$ cat src/rtl/alu_req_sched_if.sv
// ---------------------------------------------------------------------------
// alu_req_sched_if
// Bundles the request and response handshakes of the shared ALU scheduler.
//   req_valid[NREQ]        per-requester request valid          (master -> slave)
//   req_ready[NREQ]        per-requester accept, one-hot/zero   (slave -> master)
//   req_op[4*NREQ]         opcode, requester i at [4i+3:4i]     (master -> slave)
//   req_a/req_b[WIDTH*NREQ] operands, requester i at [WIDTH*i +: WIDTH]
//   rsp_valid / rsp_ready  result handshake
//   rsp_id[IDW]            index of the requester owning the result
//   rsp_data[2*WIDTH]      result
//   rsp_err                divide by zero or illegal opcode
// ---------------------------------------------------------------------------
interface alu_req_sched_if #(
  parameter int WIDTH = 4,
  parameter int NREQ  = 2,
  parameter int IDW   = 3
);
  logic [NREQ-1:0]       req_valid;
  logic [NREQ-1:0]       req_ready;
  logic [4*NREQ-1:0]     req_op;
  logic [WIDTH*NREQ-1:0] req_a;
  logic [WIDTH*NREQ-1:0] req_b;
  logic                  rsp_valid;
  logic                  rsp_ready;
  logic [IDW-1:0]        rsp_id;
  logic [2*WIDTH-1:0]    rsp_data;
  logic                  rsp_err;

  modport master (
    output req_valid, req_op, req_a, req_b, rsp_ready,
    input  req_ready, rsp_valid, rsp_id, rsp_data, rsp_err
  );

  modport slave (
    input  req_valid, req_op, req_a, req_b, rsp_ready,
    output req_ready, rsp_valid, rsp_id, rsp_data, rsp_err
  );
endinterface

$ cat src/rtl/alu_req_sched.sv
// ---------------------------------------------------------------------------
// alu_req_sched
// Shares one unsigned ALU between NREQ requesters with round-robin arbitration.
// Single-cycle ops answer one cycle after accept; DIV runs a restoring divider
// for WIDTH cycles. One operation in flight at a time.
// Ports:
//   clk  rising-edge clock
//   rst  asynchronous active-high reset
//   bus  alu_req_sched_if.slave: request handshakes in, tagged result out
// ---------------------------------------------------------------------------
module alu_req_sched #(
  parameter int WIDTH = 4,
  parameter int NREQ  = 2,
  parameter int IDW   = 3
) (
  input  logic           clk,
  input  logic           rst,
  alu_req_sched_if.slave bus
);
  localparam int DW = 2 * WIDTH;
  localparam int CW = $clog2(WIDTH) + 1;
  localparam logic [3:0] OP_DIV = 4'd3;

  typedef enum logic [1:0] {S_IDLE, S_DIV, S_RESP} state_t;

  state_t           r_state;
  logic [IDW-1:0]   r_rr_ptr;
  logic             r_rsp_valid;
  logic [IDW-1:0]   r_rsp_id;
  logic [DW-1:0]    r_rsp_data;
  logic             r_rsp_err;
  logic [WIDTH-1:0] r_div_q;
  logic [WIDTH-1:0] r_div_rem;
  logic [WIDTH-1:0] r_div_b;
  logic [CW-1:0]    r_div_cnt;

  // Per-requester views of the packed request fields.
  logic [3:0]       w_op [NREQ];
  logic [WIDTH-1:0] w_a  [NREQ];
  logic [WIDTH-1:0] w_b  [NREQ];

  genvar gi;
  generate
    for (gi = 0; gi < NREQ; gi++) begin : g_unpack
      assign w_op[gi] = bus.req_op[4*gi +: 4];
      assign w_a[gi]  = bus.req_a[WIDTH*gi +: WIDTH];
      assign w_b[gi]  = bus.req_b[WIDTH*gi +: WIDTH];
    end
  endgenerate

  // Round-robin pick: scan rr_ptr+1, rr_ptr+2, ... so the last winner is
  // considered last. The inner loop keeps every index a constant.
  logic [NREQ-1:0] w_grant;
  logic            w_found;
  logic [IDW-1:0]  w_grant_idx;

  always_comb begin
    w_grant     = '0;
    w_found     = 1'b0;
    w_grant_idx = '0;
    for (int k = 1; k <= NREQ; k++) begin
      for (int i = 0; i < NREQ; i++) begin
        if (!w_found && bus.req_valid[i] &&
            (i == ((int'(r_rr_ptr) + k) % NREQ))) begin
          w_found     = 1'b1;
          w_grant[i]  = 1'b1;
          w_grant_idx = IDW'(i);
        end
      end
    end
  end

  // One-hot mux of the granted requester's fields.
  logic [3:0]       w_sel_op;
  logic [WIDTH-1:0] w_sel_a;
  logic [WIDTH-1:0] w_sel_b;

  always_comb begin
    w_sel_op = '0;
    w_sel_a  = '0;
    w_sel_b  = '0;
    for (int i = 0; i < NREQ; i++) begin
      if (w_grant[i]) begin
        w_sel_op = w_op[i];
        w_sel_a  = w_a[i];
        w_sel_b  = w_b[i];
      end
    end
  end

  // Single-cycle datapath. DIV is produced by the iterative divider instead.
  logic [DW-1:0] w_alu_res;
  logic          w_alu_err;

  always_comb begin
    w_alu_res = '0;
    w_alu_err = 1'b0;
    case (w_sel_op)
      4'd0:  w_alu_res = DW'(w_sel_a) + DW'(w_sel_b);
      4'd1:  w_alu_res = DW'(w_sel_a) - DW'(w_sel_b);
      4'd2:  w_alu_res = DW'(w_sel_a) * DW'(w_sel_b);
      4'd3:  w_alu_res = '0;
      4'd4:  w_alu_res = DW'(w_sel_a & w_sel_b);
      4'd5:  w_alu_res = DW'(w_sel_a | w_sel_b);
      4'd6:  w_alu_res = DW'(w_sel_a ^ w_sel_b);
      4'd7:  w_alu_res = DW'((w_sel_a != '0) && (w_sel_b != '0));
      4'd8:  w_alu_res = DW'((w_sel_a != '0) || (w_sel_b != '0));
      4'd9:  w_alu_res = DW'(w_sel_a == w_sel_b);
      4'd10: w_alu_res = DW'(w_sel_a != w_sel_b);
      4'd11: w_alu_res = DW'(w_sel_a <  w_sel_b);
      4'd12: w_alu_res = DW'(w_sel_a <= w_sel_b);
      4'd13: w_alu_res = DW'(w_sel_a >= w_sel_b);
      4'd14: w_alu_res = DW'(w_sel_a >  w_sel_b);
      default: w_alu_err = 1'b1;
    endcase
  end

  // Restoring divider step: the dividend shifts out of r_div_q MSB-first while
  // quotient bits shift in at the bottom. With b=0 every trial subtract
  // succeeds, so the quotient naturally ends as all ones.
  logic [WIDTH:0]   w_rem_shift;
  logic             w_rem_ge;
  logic [WIDTH-1:0] w_rem_next;
  logic [WIDTH-1:0] w_quo_next;

  assign w_rem_shift = {r_div_rem, r_div_q[WIDTH-1]};
  assign w_rem_ge    = (w_rem_shift >= {1'b0, r_div_b});
  assign w_rem_next  = w_rem_ge ? WIDTH'(w_rem_shift - {1'b0, r_div_b})
                                : w_rem_shift[WIDTH-1:0];
  assign w_quo_next  = {r_div_q[WIDTH-2:0], w_rem_ge};

  always_ff @(posedge clk or posedge rst) begin
    if (rst) begin
      r_state     <= S_IDLE;
      r_rr_ptr    <= IDW'(NREQ - 1);
      r_rsp_valid <= 1'b0;
      r_rsp_id    <= '0;
      r_rsp_data  <= '0;
      r_rsp_err   <= 1'b0;
      r_div_q     <= '0;
      r_div_rem   <= '0;
      r_div_b     <= '0;
      r_div_cnt   <= '0;
    end else begin
      case (r_state)
        S_IDLE: begin
          if (w_found) begin
            r_rr_ptr <= w_grant_idx;
            r_rsp_id <= w_grant_idx;
            if (w_sel_op == OP_DIV) begin
              r_div_q   <= w_sel_a;
              r_div_b   <= w_sel_b;
              r_div_rem <= '0;
              r_div_cnt <= '0;
              r_state   <= S_DIV;
            end else begin
              r_rsp_data  <= w_alu_res;
              r_rsp_err   <= w_alu_err;
              r_rsp_valid <= 1'b1;
              r_state     <= S_RESP;
            end
          end
        end
        S_DIV: begin
          r_div_q   <= w_quo_next;
          r_div_rem <= w_rem_next;
          r_div_cnt <= r_div_cnt + CW'(1);
          // Final iteration writes the result straight to the response.
          if (r_div_cnt == CW'(WIDTH - 1)) begin
            r_rsp_data  <= DW'(w_quo_next);
            r_rsp_err   <= (r_div_b == '0);
            r_rsp_valid <= 1'b1;
            r_state     <= S_RESP;
          end
        end
        S_RESP: begin
          if (bus.rsp_ready) begin
            r_rsp_valid <= 1'b0;
            r_state     <= S_IDLE;
          end
        end
        default: r_state <= S_IDLE;
      endcase
    end
  end

  assign bus.req_ready = (r_state == S_IDLE) ? w_grant : '0;
  assign bus.rsp_valid = r_rsp_valid;
  assign bus.rsp_id    = r_rsp_id;
  assign bus.rsp_data  = r_rsp_data;
  assign bus.rsp_err   = r_rsp_err;
endmodule

$ cat src/flat_wrapper.sv
// flat-port wrapper written by rule: the top's interface ports become plain ports
module alu_req_sched_flat 
#(
  parameter int WIDTH = 4,
  parameter int NREQ  = 2,
  parameter int IDW   = 3
)
  (clk, rst, bus_req_valid, bus_req_op, bus_req_a, bus_req_b, bus_rsp_ready, bus_req_ready, bus_rsp_valid, bus_rsp_id, bus_rsp_data, bus_rsp_err);
  alu_req_sched_if #(.WIDTH(WIDTH), .NREQ(NREQ), .IDW(IDW)) bus_i ();
  input  logic clk;
  input  logic rst;
  input wire logic [$bits(bus_i.req_valid)-1:0] bus_req_valid;
  input wire logic [$bits(bus_i.req_op)-1:0] bus_req_op;
  input wire logic [$bits(bus_i.req_a)-1:0] bus_req_a;
  input wire logic [$bits(bus_i.req_b)-1:0] bus_req_b;
  input wire logic [$bits(bus_i.rsp_ready)-1:0] bus_rsp_ready;
  output wire logic [$bits(bus_i.req_ready)-1:0] bus_req_ready;
  output wire logic [$bits(bus_i.rsp_valid)-1:0] bus_rsp_valid;
  output wire logic [$bits(bus_i.rsp_id)-1:0] bus_rsp_id;
  output wire logic [$bits(bus_i.rsp_data)-1:0] bus_rsp_data;
  output wire logic [$bits(bus_i.rsp_err)-1:0] bus_rsp_err;
  assign bus_i.req_valid = bus_req_valid;
  assign bus_i.req_op = bus_req_op;
  assign bus_i.req_a = bus_req_a;
  assign bus_i.req_b = bus_req_b;
  assign bus_i.rsp_ready = bus_rsp_ready;
  assign bus_req_ready = bus_i.req_ready;
  assign bus_rsp_valid = bus_i.rsp_valid;
  assign bus_rsp_id = bus_i.rsp_id;
  assign bus_rsp_data = bus_i.rsp_data;
  assign bus_rsp_err = bus_i.rsp_err;
  alu_req_sched #(.WIDTH(WIDTH), .NREQ(NREQ), .IDW(IDW)) u_core (.clk(clk), .rst(rst), .bus(bus_i));
endmodule
$ cat config.mk
export PLATFORM = sky130hd
export DESIGN_NAME = alu_req_sched_flat
export DESIGN_NICKNAME = d
export VERILOG_FILES = /design/src/rtl/alu_req_sched_if.sv /design/src/rtl/alu_req_sched.sv /design/src/flat_wrapper.sv
export SDC_FILE = /design/constraint.sdc
export NUM_CORES = 1
export LEC_CHECK = 0
export BUFFER_PORTS_ARGS = -buffer_cell sky130_fd_sc_hd__buf_2
export CAP_MARGIN = 20
export CORE_MARGIN = 5
export CORE_UTILIZATION = 45
export CTS_BUF_LIST = sky130_fd_sc_hd__clkbuf_16
export DETAILED_ROUTE_END_ITERATION = 10
export PLACE_DENSITY_LB_ADDON = 0.25
export SKIP_CTS_REPAIR_TIMING = 1
export SLEW_MARGIN = 40
export SYNTH_ARGS = -nofsm -noshare
export SYNTH_HDL_FRONTEND = slang
export SYNTH_SLANG_ARGS = --single-unit
$ cat constraint.sdc
create_clock -name clk -period 8.7 [get_ports clk]
set_clock_uncertainty 0.1 [all_clocks]
set_input_delay 0.87 -clock clk [delete_from_list [all_inputs] [get_ports clk]]
set_output_delay 0.87 -clock clk [all_outputs]
set_load 0.01 [all_outputs]
# Word level (Yosys, flattened, before mapping)
# Index checks and enable logic that the tools add are counted.
dict set report classes {
  add_sub_neg 6
  multipliers 1
  order_cmp 5
  n_eq_ne 26
  mux 47
  bitwise 5
  n_reduce_logical 28
}
# cell n
set ops {}
lappend ops {{$pmux W8 S14} 1}
lappend ops {{$logic_not A32 Y1} 2}
lappend ops {{$mux W4} 11}
lappend ops {{$eq A4 B4 Y1 const B} 7}
lappend ops {{$mux W8} 3}
lappend ops {{$mux W1} 18}
lappend ops {{$eq A4 B3 Y1 const B} 4}
lappend ops {{$pmux W4 S2} 2}
lappend ops {{$pmux W8 S2} 1}
lappend ops {{$reduce_or A14 Y1} 1}
lappend ops {{$mux W2} 5}
lappend ops {{$reduce_and A3 Y1} 3}
lappend ops {{$eq A4 B2 Y1 const B} 2}
lappend ops {{$logic_and A1 B1 Y1} 8}
lappend ops {{$logic_not A4 Y1} 2}
lappend ops {{$mul A4 B4 Y8} 1}
lappend ops {{$reduce_bool A4 Y1} 2}
lappend ops {{$mux W3} 2}
lappend ops {{$ne A2 B1 Y1 const B} 3}
lappend ops {{$pmux W2 S3} 1}
lappend ops {{$pmux W3 S2} 1}
lappend ops {{$add A4 B4 Y5} 1}
lappend ops {{$ge A5 B4 Y1} 1}
lappend ops {{$reduce_and A5 Y1} 1}
lappend ops {{29 further kinds} 35}
dict set report totals {
  reg_bits 29
  inputBits 29
  wordCells 128
}

# Logic depth before layout (Yosys ltp)
# Gate-level depths: netlist of run 1.
dict set report logic_depth {
  depth_word 24
  depth_mapped 17
  ltp_nobuf 16
}

# Worst setup path after synthesis of run 1
# No wires, ideal clock.
dict set report synth_timing {
  path_type {input port to flip-flop}
  startpoint {input port bus_req_valid[0]}
  endpoint {register u_core.r_rsp_data[7], in the netlist u_core.bus.rsp_data[7]}
  t_arrival_ps 4017
  setup_slack_ps 4444
  path_stages 16
  path_cell_list {buf_6 > buf_2 > a32oi_1 > inv_1 > nand2_1 > fa_1 > inv_1 > fa_1 > ha_1 > a21o_1 > a21oi_1 > o21bai_1 > a21oi_1 > xnor2_1 > a21oi_1 > o21ai_1}
}
dict set report synth_via {
  elab_chain_cells 20
  elab_cells_between_ends 47
}
# element line
set synth_rtl {}
lappend synth_rtl {{start, declared} flat_wrapper.sv:12} ;# input wire logic [$bits(bus_i.req_valid)-1:0] bus_req_valid;
lappend synth_rtl {{$logic_and A1 B1 Y1} alu_req_sched.sv:63} ;# if (!w_found && bus.req_valid[i] &&
lappend synth_rtl {{$mux W1} alu_req_sched.sv:63}
lappend synth_rtl {{$logic_not A1 Y1} alu_req_sched.sv:63}
lappend synth_rtl {{$logic_and A1 B1 Y1 (2 in a row)} alu_req_sched.sv:63}
lappend synth_rtl {{$mux W1} alu_req_sched.sv:63}
lappend synth_rtl {{$logic_not A1 Y1} alu_req_sched.sv:63}
lappend synth_rtl {{$logic_and A1 B1 Y1 (2 in a row)} alu_req_sched.sv:63}
lappend synth_rtl {{$mux W1} alu_req_sched.sv:63}
lappend synth_rtl {{[3 not listed]} -}
lappend synth_rtl {{$mux W1} alu_req_sched.sv:63}
lappend synth_rtl {{$mux W4 (*)} alu_req_sched.sv:83} ;# if (w_grant[i]) begin
lappend synth_rtl {{named net u_core.w_sel_b[1]} alu_req_sched.sv:76} ;# logic [WIDTH-1:0] w_sel_b;
lappend synth_rtl {{$mul A4 B4 Y8 or $sub A4 B4 Y5 (tied branches)} {alu_req_sched.sv:101, alu_req_sched.sv:100}}
lappend synth_rtl {{$pmux W8 S14 (*)} alu_req_sched.sv:98} ;# case (w_sel_op)
lappend synth_rtl {{$mux W8 (*)} alu_req_sched.sv:150} ;# if (w_sel_op == OP_DIV) begin
lappend synth_rtl {{$mux W8 (*)} alu_req_sched.sv:147} ;# if (w_found) begin
lappend synth_rtl {{$pmux W8 S2 (*)} alu_req_sched.sv:145} ;# case (r_state)
lappend synth_rtl {{end signal, assigned} alu_req_sched.sv:157} ;# r_rsp_data <= w_alu_res;
lappend synth_rtl {{end signal, assigned} alu_req_sched.sv:170} ;# r_rsp_data <= DW'(w_quo_next);
lappend synth_rtl {{end, declared} alu_req_sched.sv:30} ;# logic [DW-1:0] r_rsp_data;
# The timed path passes the listed nets; every way through them passes the cells marked *. The select of a mux whose other input is x is not followed.
# A chain may end at the register's enable or synchronous reset.

# Worst setup path after layout of run 1
# Ends and elaborated chain as after synthesis.

==> flow_summary.toml, run 1 <==
[yosys]
synth_compound_area_share_pct = 26.6
yosysUniqueCellTypes = 61
synth.most_common_cell = "nand2_1"
syn_area_um2 = 2830
synth-async-reset-ratio_pct = 100
synthAdderAreaFrac_pct = 18.2
avgSynthCellArea_um2 = 8.67
synth_top_family_by_area = "compound AO/OA/AOI/OAI gates"
yosys.area.top_type = "dfrtp_1"
ys.flop_type = "dfrtp_1"
yosysWarningCount = 0
synth_edf_count = 0
synthTopCellsByCount = "40 x nand2_1, 31 x nor2_1, 30 x ha_1"
synthMuxAreaShare_pct = 2.52
synth_area_leaders = "dfrtp_1 25%, ha_1 13%, nand2_1 5.3%"
synth_cells = 327
ys_seq_elements = 29
netlist.area_leader.share_pct = 24.7
synth_seq_area_share_pct = 25.7
synth-xor-area-share_pct = 2.47
synth-simple-area-share_pct = 16.8

[routing]
detail_route.first_pass.iterations = 5
remaining_drc_errors = 0
drt_iter0_drc = 155
dr_total_vias = 2532
viasPerCell = 5.74
drt_wl_total_um = 7380
avgRoutedWirePerCell_um = 16.7
drtAntennaViolNets = 0

[power_and_ir_drop]
p_leak_nw = 1.55
power_density_nw_per_um2 = 280
total_power_uw = 892
peakVddDrop_v = 0.000173

[floorplan]
die_y_um = 89.4
dieArea_um2 = 7990
ios = 44
core_area_um2 = 6240
fp-row-count = 29
fp.dieW_um = 89.4
start_util_pct = 45.4

[placement]
io_buffer_count = 41
dp_slack_ns = 4.02
dp_cells = 433
place.gp.congestion = 0.941
place_area_um2 = 3050
post-dp-hpwl_um = 5690

[final_layout]
post-route-util_pct = 51.1
drive_above_1_share_pct = 20.1
stdcell_area_um2 = 3190
nNetsFinal = 429
finalNonFillerCells = 441
area_delta_synth_final_pct = 12.5
diodes = 0
nFillCells = 651

[global_routing]
antenna_found_initial = 0
track_usage_pct = 20.0
gr-total-overflow = 0
grt_start_max_net_pins = 30
grt_pass1_vias = 2543
grt_first_pass_wirelength_um = 12500

[worst_hold_path]
hold_class = "reg2reg"

[sta]
tightest_slew_ns = 0.781
setup_violations = 0
slew_headroom_pct = 48.0
slew_viol_final = 0
fin_hold_ws_ns = 0.371
grt_setup_unrepaired = "false"
setup_ws_ns = 4.29
max_freq_ghz = 0.227
hold_viol = 0
fin_setup_tns_ns = 0
min_period_ns = 4.41
min_period_over_period_pct = 50.7

[run]
max-cap-violations = 0

[setup_path]
critPathMaxFanout = 17
cp.arrival_ns = 4.44
start_kind = "input port"
setup.worst_path.class = "in2reg"
end_kind = "register"
cp.required_ns = 8.73

[clock_tree]
clk_pin_slew_ns = 0.05
clkLatencyLatePin_ns = 0.27
clock-root-buffer = "clkbuf_16"
cts_tree = "yes"
cts_buffers = 5
cts_sinks = 29
htree_num_levels = 2
max-clock-path-buffers = 2

[outcome]
status = "completed"
[cell usage in the layout (no fill, tap or decap), types with 6 or more instances in the layout]
| master | instances |
|---|---|
| buf_2 | 41 |
| nand2_1 | 40 |
| nor2_1 | 31 |
| xnor2_1 | 7 |
| ha_1 | 30 |
| a22o_1 | 7 |
| dfrtp_1 | 28 |
| inv_1 | 28 |
| a32oi_2 | 6 |
| mux2i_1 | 6 |
| o21ai_1 | 8 |
| a21oi_1 | 17 |
| fa_1 | 7 |
| o21ai_0 | 18 |
| nand3_1 | 8 |
[critical path, cell delays in order]
cell,delay [ns]
buf_2,0.21
a21boi_4,0.46
a32oi_1,0.27
inv_1,0.18
nand2_1,0.09
fa_1,0.53
inv_1,0.05
fa_1,0.49
ha_1,0.31
a21o_1,0.16
a21oi_1,0.21
o21bai_1,0.08
a21oi_1,0.18
xnor2_1,0.09
a21oi_1,0.15
o21ai_1,0.07
[registers in the layout, indices dropped and copies added (netlist names)]
| register | cells |
|---|---|
| u_core.bus.rsp_data | 8 |
| u_core.r_div_b | 4 |
| u_core.r_div_q | 4 |
| u_core.r_div_rem | 4 |
| u_core.r_div_cnt | 3 |
| u_core.r_state | 2 |
| u_core.bus.rsp_err | 1 |
| u_core.bus.rsp_id | 1 |
| u_core.bus.rsp_valid | 1 |
| u_core.r_rr_ptr | 1 |
[final timing paths]
kind / end / slack (ns) / startpoint / cells past startpoint
setup / recovery: u_core.bus.rsp_data[7]$_DFFE_PP0P_ / 4.29 / bus_req_valid[0] / 16
hold / removal: u_core.bus.rsp_id[0]$_DFFE_PP0P_ / 0.37 / u_core.bus.rsp_id[0]$_DFFE_PP0P_ / 1
setup reg to reg: u_core.bus.rsp_data[7]$_DFFE_PP0P_ / 4.77 / u_core.r_rr_ptr[0]$_DFFE_PP1P_ / 15
hold reg to reg: u_core.bus.rsp_id[0]$_DFFE_PP0P_ / 0.37 / u_core.bus.rsp_id[0]$_DFFE_PP0P_ / 1
max in group asynchronous: u_core.r_div_rem[3]$_DFFE_PP0P_ / 7.52 / rst / 2
min in group asynchronous: u_core.bus.rsp_valid$_DFFE_PP0P_ / 0.57 / rst / 2
[area by class of cell]
class,count,area [um2],area share (%)
Clock buffer,5,125,3.92
Clock inverter,3,13.8,0.432
Inverter,29,109,3.41
Multi-Input combinational cell,255,1900,59.5
Sequential cell,29,727,22.8
Tap cell,77,96.3,3.02
Timing Repair Buffer,43,220,6.90
[cell families (layout without fill, tap and decap cells)]
logic type | count (synthesis) | after routing
and+or+nand+nor | 102 | 102
AOI/OAI and AO/OA | 99 | 99
buffers and inverters | 44 | 80
adders and majority gates | 37 | 37
DFF | 29 | 29
xor gates and xnor gates | 8 | 8
muxes | 7 | 7
other | 1 | 2
[power breakdown]
part           leakage (nW)  internal (mW)  switching (mW)
Clock                0.0748          0.103          0.0561
Combinational          1.11          0.199           0.292
Sequential            0.368          0.194          0.0472
Total                  1.55          0.497           0.396
[layer usage]
metal	track usage (%)	vias to the layer above	routed length (um)
li1	-	1242	-
met1	27.0	1204	3340
met4	4.19	0	63
met2	35.0	81	3640
met3	1.57	5	332
met5	0	-	0
No activity file was read; power rests on OpenSTA's default activity.
==> run 2, diff against run 1 <==
Clock period 8.7 ns to 3.7 ns, I/O delays scaled along.
==> flow_summary.toml, run 2 (synthesis gave the netlist of run 1 again) <==
[outcome]
status = "completed"

[final_layout]
drive_above_1_share_pct = 27.0
diodes = 0
nNetsFinal = 461
stdcell_area_um2 = 3460
nFillCells = 577
layout_commonest_cell = "buf_2"
area_delta_synth_final_pct = 22.0
mostFrequentLayoutCells = "41 x buf_2, 39 x nand2_1, 32 x buf_4, 31 x nor2_1, 30 x ha_1"
largest_reg_flops = 8
post-route-util_pct = 55.4

[setup_path]
crit_path_top_delay_cell = "fa_2"
critPathMaxFanout = 7
max_stage_delay_ns = 0.56
start_kind = "register"
crit_buf_inv = 2
critPathTopFamily = "adder cells"
cp.arrival_ns = 3.66
cp.required_ns = 3.75
cp_cell_sequence = "nand2b_4, and2_4, a22o_1, nand2_2, fa_1, inv_1, fa_1, inv_1, fa_2, nand2_1, nand4_1, nand3_1, a21oi_1, o21ai_1"
setup.worst_path.class = "reg2reg"
end_kind = "register"

[floorplan]
core_area_um2 = 6240
start_util_pct = 45.4
fp.dieW_um = 89.4
ios = 44
die_y_um = 89.4
fp-row-count = 29
dieArea_um2 = 7990

[sta]
fin_hold_ws_ns = 0.253
setup_violations = 0
slew_viol_final = 0
min_period_ns = 3.60
slew_headroom_pct = 48.8
max_freq_ghz = 0.278
setup_ws_ns = 0.0965
tightest_slew_ns = 0.762
hold_viol = 0
min_period_over_period_pct = 97.4

[global_routing]
grt_start_max_net_pins = 25
antenna_found_initial = 0
gr-total-overflow = 0
track_usage_pct = 20.5
grt_pass1_vias = 2642
grt_first_pass_wirelength_um = 12800

[placement]
dp_slack_ns = -0.0123
post-dp-hpwl_um = 6090
place.gp.congestion = 1.02
io_buffer_count = 41
place_area_um2 = 3210

[run]
max-cap-violations = 0

[routing]
viasPerCell = 5.72
drtAntennaViolNets = 0
dr_total_vias = 2707
avgRoutedWirePerCell_um = 16.6
drt_iter0_drc = 250
detail_route.first_pass.iterations = 5
drt_wl_total_um = 7840
remaining_drc_errors = 0

[power_and_ir_drop]
p_leak_nw = 1.70
peakVddDrop_v = 0.000671
power_density_nw_per_um2 = 642

[worst_hold_path]
hold_class = "in2reg"

[clock_tree]
cts_buffers = 5
clk_pin_slew_ns = 0.05
cts_sinks = 29
clock-root-buffer = "clkbuf_16"
cts_tree = "yes"
htree_num_levels = 2
max-clock-path-buffers = 2
clkLatencyLatePin_ns = 0.27
run 2: worst paths after layout:
path                                                  startpoint                            endpoint  slack [ns]  cells after the start
worst min-delay path                               bus_rsp_ready       u_core.r_state[1]$_DFFE_PP0P_        0.25                      4
worst min register to register  u_core.bus.rsp_id[0]$_DFFE_PP0P_    u_core.bus.rsp_id[0]$_DFFE_PP0P_        0.37                      1
worst max register to register    u_core.r_rr_ptr[0]$_DFFE_PP1P_  u_core.bus.rsp_data[3]$_DFFE_PP0P_         0.1                     14
worst max-delay path              u_core.r_rr_ptr[0]$_DFFE_PP1P_  u_core.bus.rsp_data[3]$_DFFE_PP0P_         0.1                     14
max in group asynchronous                                    rst       u_core.r_div_b[3]$_DFFE_PP0P_        2.48                      4
min in group asynchronous                                    rst       u_core.r_state[1]$_DFFE_PP0P_        0.45                      3
run 2: area by class of cell:
class / instances / area, um2 / area share (%)
timing repair buffer: 74 / 455 / 13.2
clock inverter: 3 / 12.5 / 0.362
tap: 77 / 96.3 / 2.79
inverter: 29 / 109 / 3.15
sequential: 29 / 727 / 21.0
clock buffer: 5 / 125 / 3.62
multi-input combinational: 256 / 1930 / 55.9
run 2: worst reg2reg max path: cells and delay by family (launching register included):
kind            cells  cell delay, ns
fa+ha+maj           3            1.64
simple gates        6            0.64
flops               1            0.52
compound gates      3            0.47
buf+inv             2            0.13
run 2: per-layer routing:
layer  wire length [um]  global-route usage, %  vias to the layer above
li1                   -                      -                     1320
met1               3490                   27.1                     1267
met2               3730                   35.2                      104
met3                448                   2.30                       16
met4                172                   6.36                        0
met5                  0                      0                        -
run 2: through the flow:
step | setup TNS (ns) | instances | total power [mW]
CTS | -0.00784 | 462 | 2.18
global route | -0.0221 | 473 | 2.40
global placement | 0 | 454 | 1.77
detailed placement | -0.0123 | 454 | 1.79
finish | 0 | 473 | 2.22
floorplan | 0 | 328 | 1.42
run 2: where the power goes:
| part | leakage [nW] | switching (mW) | internal (mW) | total (mW) |
|---|---|---|---|---|
| Clock | 0.0687 | 0.132 | 0.242 | 0.374 |
| Combinational | 1.27 | 0.723 | 0.559 | 1.28 |
| Sequential | 0.368 | 0.105 | 0.456 | 0.561 |
| Total | 1.70 | 0.961 | 1.26 | 2.22 |
